File: src/rtl/wb_writeback_if.sv
// MEM-to-WB handshake bundle: MEM-stage instruction fields in, register-file write port out.
interface wb_writeback_if;
  logic        MEM_Valid;
  logic        MEM_RegWrite;
  logic        MEM_MemToReg;
  logic        MEM_JmpandLink;
  logic        MEM_Wide;
  logic [4:0]  MEM_DstReg;
  logic [4:0]  MEM_HiDstReg;
  logic [63:0] MEM_AluResult;
  logic [31:0] MEM_ReadData;
  logic [31:0] MEM_PC;
  logic        Flush;
  logic [4:0]  WB_DstReg;
  logic [63:0] WB_Data;
  logic        RegWrite;
  logic        MEM_WB_JmpandLink;
  logic        WB_Stall;

  // MEM stage side drives the instruction and observes the write port and stall.
  modport master (
    output MEM_Valid, MEM_RegWrite, MEM_MemToReg, MEM_JmpandLink, MEM_Wide,
           MEM_DstReg, MEM_HiDstReg, MEM_AluResult, MEM_ReadData, MEM_PC, Flush,
    input  WB_DstReg, WB_Data, RegWrite, MEM_WB_JmpandLink, WB_Stall
  );

  modport slave (
    input  MEM_Valid, MEM_RegWrite, MEM_MemToReg, MEM_JmpandLink, MEM_Wide,
           MEM_DstReg, MEM_HiDstReg, MEM_AluResult, MEM_ReadData, MEM_PC, Flush,
    output WB_DstReg, WB_Data, RegWrite, MEM_WB_JmpandLink, WB_Stall
  );
endinterface

File: src/rtl/wb_writeback_ctrl.sv
// MEM/WB pipeline register and write-back sequencer; wide (64-bit) results are
// written as two consecutive 32-bit register writes with a one-cycle MEM stall.
module wb_writeback_ctrl #(
  parameter int unsigned LINK_OFFSET = 8,
  parameter int unsigned LINK_REG    = 31
) (
  input  logic           clk,
  input  logic           rst_n,
  wb_writeback_if.slave  bus
);

  localparam logic [31:0] link_offset_c = LINK_OFFSET[31:0];
  localparam logic [4:0]  link_reg_c    = LINK_REG[4:0];

  typedef enum logic [1:0] {
    S_IDLE,
    S_ONE,
    S_LO,
    S_HI
  } state_e;

  state_e      state_q, state_d;
  logic [4:0]  dst_q, dst_d;
  logic [31:0] data_q, data_d;
  logic        rw_q, rw_d;
  logic        jal_q, jal_d;
  logic [31:0] hi_word_q, hi_word_d;
  logic [4:0]  hi_dst_q, hi_dst_d;
  logic        hi_we_q, hi_we_d;

  // Next write presentation. While in S_LO the MEM stage is stalled, so the
  // offered instruction (and Flush) is ignored and the latched high word goes out.
  always_comb begin
    state_d   = S_IDLE;
    dst_d     = 5'd0;
    data_d    = 32'd0;
    rw_d      = 1'b0;
    jal_d     = 1'b0;
    hi_word_d = hi_word_q;
    hi_dst_d  = hi_dst_q;
    hi_we_d   = hi_we_q;

    if (state_q == S_LO) begin
      state_d = S_HI;
      dst_d   = hi_dst_q;
      data_d  = hi_word_q;
      rw_d    = hi_we_q && (hi_dst_q != 5'd0);
    end else if (bus.MEM_Valid && !bus.Flush) begin
      if (bus.MEM_JmpandLink) begin
        state_d = S_ONE;
        dst_d   = link_reg_c;
        data_d  = bus.MEM_PC + link_offset_c;
        rw_d    = 1'b1;
        jal_d   = 1'b1;
      end else if (bus.MEM_Wide) begin
        state_d   = S_LO;
        dst_d     = bus.MEM_DstReg;
        data_d    = bus.MEM_AluResult[31:0];
        rw_d      = bus.MEM_RegWrite && (bus.MEM_DstReg != 5'd0);
        hi_word_d = bus.MEM_AluResult[63:32];
        hi_dst_d  = bus.MEM_HiDstReg;
        hi_we_d   = bus.MEM_RegWrite;
      end else begin
        state_d = S_ONE;
        dst_d   = bus.MEM_DstReg;
        data_d  = bus.MEM_MemToReg ? bus.MEM_ReadData : bus.MEM_AluResult[31:0];
        rw_d    = bus.MEM_RegWrite && (bus.MEM_DstReg != 5'd0);
      end
    end
  end

  always_ff @(posedge clk or negedge rst_n) begin
    if (!rst_n) begin
      state_q   <= S_IDLE;
      dst_q     <= 5'd0;
      data_q    <= 32'd0;
      rw_q      <= 1'b0;
      jal_q     <= 1'b0;
      hi_word_q <= 32'd0;
      hi_dst_q  <= 5'd0;
      hi_we_q   <= 1'b0;
    end else begin
      state_q   <= state_d;
      dst_q     <= dst_d;
      data_q    <= data_d;
      rw_q      <= rw_d;
      jal_q     <= jal_d;
      hi_word_q <= hi_word_d;
      hi_dst_q  <= hi_dst_d;
      hi_we_q   <= hi_we_d;
    end
  end

  assign bus.WB_DstReg         = dst_q;
  assign bus.WB_Data           = {32'd0, data_q};
  assign bus.RegWrite          = rw_q;
  assign bus.MEM_WB_JmpandLink = jal_q;
  assign bus.WB_Stall          = (state_q == S_LO);

endmodule

File: src/flat_wrapper.sv
// flat-port wrapper written by rule: the top's interface ports become plain ports
module wb_writeback_ctrl_flat 
#(
  parameter int unsigned LINK_OFFSET = 8,
  parameter int unsigned LINK_REG    = 31
)
  (clk, rst_n, bus_MEM_Valid, bus_MEM_RegWrite, bus_MEM_MemToReg, bus_MEM_JmpandLink, bus_MEM_Wide, bus_MEM_DstReg, bus_MEM_HiDstReg, bus_MEM_AluResult, bus_MEM_ReadData, bus_MEM_PC, bus_Flush, bus_WB_DstReg, bus_WB_Data, bus_RegWrite, bus_MEM_WB_JmpandLink, bus_WB_Stall);
  wb_writeback_if bus_i ();
  input  logic clk;
  input  logic rst_n;
  input wire logic [$bits(bus_i.MEM_Valid)-1:0] bus_MEM_Valid;
  input wire logic [$bits(bus_i.MEM_RegWrite)-1:0] bus_MEM_RegWrite;
  input wire logic [$bits(bus_i.MEM_MemToReg)-1:0] bus_MEM_MemToReg;
  input wire logic [$bits(bus_i.MEM_JmpandLink)-1:0] bus_MEM_JmpandLink;
  input wire logic [$bits(bus_i.MEM_Wide)-1:0] bus_MEM_Wide;
  input wire logic [$bits(bus_i.MEM_DstReg)-1:0] bus_MEM_DstReg;
  input wire logic [$bits(bus_i.MEM_HiDstReg)-1:0] bus_MEM_HiDstReg;
  input wire logic [$bits(bus_i.MEM_AluResult)-1:0] bus_MEM_AluResult;
  input wire logic [$bits(bus_i.MEM_ReadData)-1:0] bus_MEM_ReadData;
  input wire logic [$bits(bus_i.MEM_PC)-1:0] bus_MEM_PC;
  input wire logic [$bits(bus_i.Flush)-1:0] bus_Flush;
  output wire logic [$bits(bus_i.WB_DstReg)-1:0] bus_WB_DstReg;
  output wire logic [$bits(bus_i.WB_Data)-1:0] bus_WB_Data;
  output wire logic [$bits(bus_i.RegWrite)-1:0] bus_RegWrite;
  output wire logic [$bits(bus_i.MEM_WB_JmpandLink)-1:0] bus_MEM_WB_JmpandLink;
  output wire logic [$bits(bus_i.WB_Stall)-1:0] bus_WB_Stall;
  assign bus_i.MEM_Valid = bus_MEM_Valid;
  assign bus_i.MEM_RegWrite = bus_MEM_RegWrite;
  assign bus_i.MEM_MemToReg = bus_MEM_MemToReg;
  assign bus_i.MEM_JmpandLink = bus_MEM_JmpandLink;
  assign bus_i.MEM_Wide = bus_MEM_Wide;
  assign bus_i.MEM_DstReg = bus_MEM_DstReg;
  assign bus_i.MEM_HiDstReg = bus_MEM_HiDstReg;
  assign bus_i.MEM_AluResult = bus_MEM_AluResult;
  assign bus_i.MEM_ReadData = bus_MEM_ReadData;
  assign bus_i.MEM_PC = bus_MEM_PC;
  assign bus_i.Flush = bus_Flush;
  assign bus_WB_DstReg = bus_i.WB_DstReg;
  assign bus_WB_Data = bus_i.WB_Data;
  assign bus_RegWrite = bus_i.RegWrite;
  assign bus_MEM_WB_JmpandLink = bus_i.MEM_WB_JmpandLink;
  assign bus_WB_Stall = bus_i.WB_Stall;
  wb_writeback_ctrl #(.LINK_OFFSET(LINK_OFFSET), .LINK_REG(LINK_REG)) u_core (.clk(clk), .rst_n(rst_n), .bus(bus_i));
endmodule
File: config.mk
export PLATFORM = sky130hd
export DESIGN_NAME = wb_writeback_ctrl_flat
export DESIGN_NICKNAME = d
export VERILOG_FILES = /design/src/rtl/wb_writeback_if.sv /design/src/rtl/wb_writeback_ctrl.sv /design/src/flat_wrapper.sv
export SDC_FILE = /design/constraint.sdc
export NUM_CORES = 1
export LEC_CHECK = 0
export CAP_MARGIN = 15
export CORE_MARGIN = 2
export CORE_UTILIZATION = 31
export CTS_BUF_LIST = sky130_fd_sc_hd__clkbuf_16
export DETAILED_ROUTE_END_ITERATION = 16
export GPL_TIMING_DRIVEN = 0
export PLACE_DENSITY = 0.66
export SYNTH_ARGS = -nofsm -noshare
export SYNTH_HDL_FRONTEND = slang
export SYNTH_SLANG_ARGS = --single-unit
File: constraint.sdc
create_clock -name clk -period 2.4 [get_ports clk]
set_input_delay 0.36 -clock clk [delete_from_list [all_inputs] [get_ports clk]]
set_output_delay 0.36 -clock clk [all_outputs]
set_load 0.02 [all_outputs]
==> results.yml, run 1 <==
outcome:
  status: "finished clean"
sta:
  rsz0062_at_grt: "false"
  maxSlewViolCount: 0
  clock.fmax_ghz: 0.448
  tightestPinTransition_ps: 807
  min_period_ps: 2230
  finalHoldViolCount: 0
  holdWs_ps: 479
  finalClockSkew_ps: 9.27
  post-route-period-util_pct: 93.1
  setup_viol: 0
  slew_headroom_pct: 46.2
layout:
  syn2layout_area_growth_pct: 59.3
  final_cell_area_um2: 6910
  seq_area_um2: 1980
  drive_above_1_share_pct: 17.5
  n_antenna_cell: 0
  multiInputGateArea_um2: 2100
  layout.cells.non_filler: 813
  final_util_pct: 50.2
  fillCellCount: 1302
  final_nets: 777
yosys:
  synth.area.top_cells: "dfrtp_1, mux2_2, buf_4, mux2i_1, nand2_1"
  yosysTopAreaCell: "dfrtp_1"
  synth.distinct_cells: 46
  synthArstFlopShare_pct: 100
  synthXorXnorAreaFrac_pct: 4.84
  ys_seq_elements: 79
  yosys.area.top_type_share_pct: 45.5
  synthMuxAreaShare_pct: 16.4
  synth.most_common_cell: "dfrtp_1"
  ys.flop_type: "dfrtp_1"
  synth_top_family_by_area: "multiplexers"
  ys_seq_area_share_pct: 45.5
  synth_common_cells: "dfrtp_1, mux2_2, nand2_1, buf_4, o21ai_0"
  avgSynthCellArea_um2: 10.8
  synthAdderAreaFrac_pct: 0.288
  syn_area_um2: 4340
  synth_compound_area_share_pct: 11.8
  syn-instance-count: 402
  ys_warn_count: 0
  synth-simple-area-share_pct: 12.1
  synth_edf_count: 0
floorplanning:
  start_util_pct: 31.5
  fp-row-count: 43
  die_y_um: 122
  num_io_pins: 218
  core_region_area_um2: 13800
  fp.dieW_um: 122
  die-area_um2: 15000
min_path:
  min_from: "u_core.hi_word_q[9]$_DFFE_PN0P_"
  min_to: "u_core.data_q[9]$_DFF_PN0_"
  hold_depth: 1
  hold_class: "reg2reg"
clock_tree:
  clk_transition_reported_paths_ps: 50
  ctsHtreeMaxLevel: 3
  cts_resized: 0
  cts_sinks: 79
  cts.path.max_buffers: 2
  clockRootBuffer: "clkbuf_16"
  cts_setup_buffers: 0
  clk_latency_ps: 340
  cts_tree: "done"
  cts_buffers: 9
setup_path:
  required_ps: 2040
  worstReg2RegStart: "u_core.state_q[0]$_DFF_PN0_"
  rrSetupSlack_ps: 350
  r2r-end: "u_core.data_q[19]$_DFF_PN0_"
  worst-r2r-cell-count: 7
  critPathKind: "reg2out"
  cp-end-kind: "primary output"
  cp.arrival_ps: 1870
  cp-start-kind: "flop"
  path_max_fanout: 19
detailed_routing:
  wl_per_cell_um: 17.1
  totalWireLength_um: 13900
  drt_first_pass_iters: 4
  num_vias: 3807
  via_per_inst: 4.68
  postRouteAntennaNets: 0
  drtIter0Drc: 232
  drc: 0
placement:
  numPlacedInstances: 799
  place.gp.congestion: 0.826
  place_hpwl_um: 10700
  postPlaceCellArea_um2: 6560
  io_buffers: 185
pwr:
  peakVddDrop_v: 0.000278
  p_int_uw: 3330
  p_sw_share_pct: 25.7
  cellLeakagePower_uw: 0.00295
  total_power_uw: 4490
  combPwrFrac_pct: 25.5
  seq_power_share_pct: 38.0
  switching_power_uw: 1150
  pwr-share-clk_pct: 36.5
  p_per_area_nw_per_um2: 649
grt:
  grt_first_pass_wirelength_um: 20900
  grt.overflow.total: 0
  grt_pass1_vias: 3877
  grt_max_degree: 49
  grt_antenna_before_repair: 0
  globalRouteTotalUtil_pct: 18.6
run:
  maxCapViolCount: 0
-- final cells by class --
type,instances,area share [%]
inverters,3,0.163
flip-flops and latches,79,28.6
well taps,180,3.26
repair buffers,187,27.3
multi-input cells,296,30.3
clock buffers,9,3.26
plain buffers,54,5.34
clock inverters,5,1.79
-- worst max-delay path by stage --
stage / from / end / depth (start not counted)
5_1_grt: u_core.state_q[0]$_DFF_PN0_ / bus_WB_Stall / 4
6_report: u_core.state_q[0]$_DFF_PN0_ / bus_WB_Stall / 4
4_1_cts: u_core.state_q[0]$_DFF_PN0_ / bus_WB_Stall / 4
3_3_place_gp: rst_n / u_core.hi_word_q[22]$_DFFE_PN0P_ / 1
2_1_floorplan: u_core.state_q[1]$_DFF_PN0_ / u_core.hi_dst_q[0]$_DFFE_PN0P_ / 7
3_5_place_dp: bus_MEM_Wide / u_core.data_q[30]$_DFF_PN0_ / 6
-- logic make-up (layout without fill, tap and decap cells) --
group / after synthesis / count (layout)
simple gates: 98 / 98
flops: 79 / 79
compound gates: 75 / 75
mux: 66 / 66
buf+inv: 58 / 258
xor+xnor: 24 / 24
fa+ha+maj: 1 / 1
other cells: 1 / 32
-- cells in the final DEF, fill, tap and decap left out, types with 10 or more instances in the layout --
cell type | synthesis | routed
a22o_1 | 10 | 10
o21ai_0 | 27 | 27
buf_4 | 34 | 35
o221ai_1 | 14 | 14
dfrtp_1 | 79 | 79
conb_1 | 1 | 32
mux2_2 | 42 | 42
nor2_1 | 13 | 13
clkdlybuf4s50_1 | 0 | 184
xor2_1 | 16 | 16
mux2i_1 | 24 | 24
nand2_1 | 40 | 40
-- layer usage --
metal / vias up / global-route usage (%) / wire, um
li1: 1836 / - / -
met2: 135 / 31.8 / 6930
met4: 0 / 6.11 / 247
met3: 19 / 4.00 / 967
met1: 1817 / 23.3 / 5730
met5: - / 0 / 0
-- per-stage QoR --
| stage | setup slack, ps | TNS, ps |
|---|---|---|
| CTS | 120 | 0 |
| global route | 36.3 | 0 |
| finish | 166 | 0 |
| detailed placement | -52.5 | -816 |
| global placement | -1860 | -146270 |
| floorplan | 727 | 0 |
-- sequential cells by signal (all words and copies together), names as in the netlist --
name and flops:
u_core.bus.MEM_WB_JmpandLink 1, u_core.hi_we_q 1, u_core.bus.WB_DstReg 5, u_core.state_q 2, u_core.data_q 32, u_core.bus.RegWrite 1
u_core.hi_word_q 32, u_core.hi_dst_q 5
-- power groups by stage --
stage | clock network [uW] | registers (uW) | logic [uW]
finish | 1640 | 1710 | 1140
floorplan | 0 | 1800 | 482
CTS | 1670 | 1710 | 1150
global route | 1720 | 1740 | 1230
global placement | 0 | 1720 | 1120
detailed placement | 0 | 1730 | 1150
-- what timing repair did --
action / CTS / global route
setup endpoints to repair: 1 / 0
hold buffers: 1 / 0
endpoints found under the hold margin: 31 / 0
-- critical path, stage by stage, from the launching register on --
cell	delay (ps)
dfrtp_1	350
nand2b_1	140
buf_6	140
inv_2	230
clkdlybuf4s50_1	680
(Power assumes the default switching activity.)
==> inputs of run 2 (changes only) <==
Settings changed: CTS_CLUSTER_DIAMETER set to 200.
==> results of run 2 <==
The final DEF is identical to that of run 1; final timing and power are the same.
==> inputs of run 3 (changes only) <==
Settings changed: ABC_CLOCK_PERIOD_IN_PS set to 2400, HOLD_SLACK_MARGIN set to 0.1.
==> results of run 3 <==
The final DEF is identical to that of run 1; final timing and power are the same.
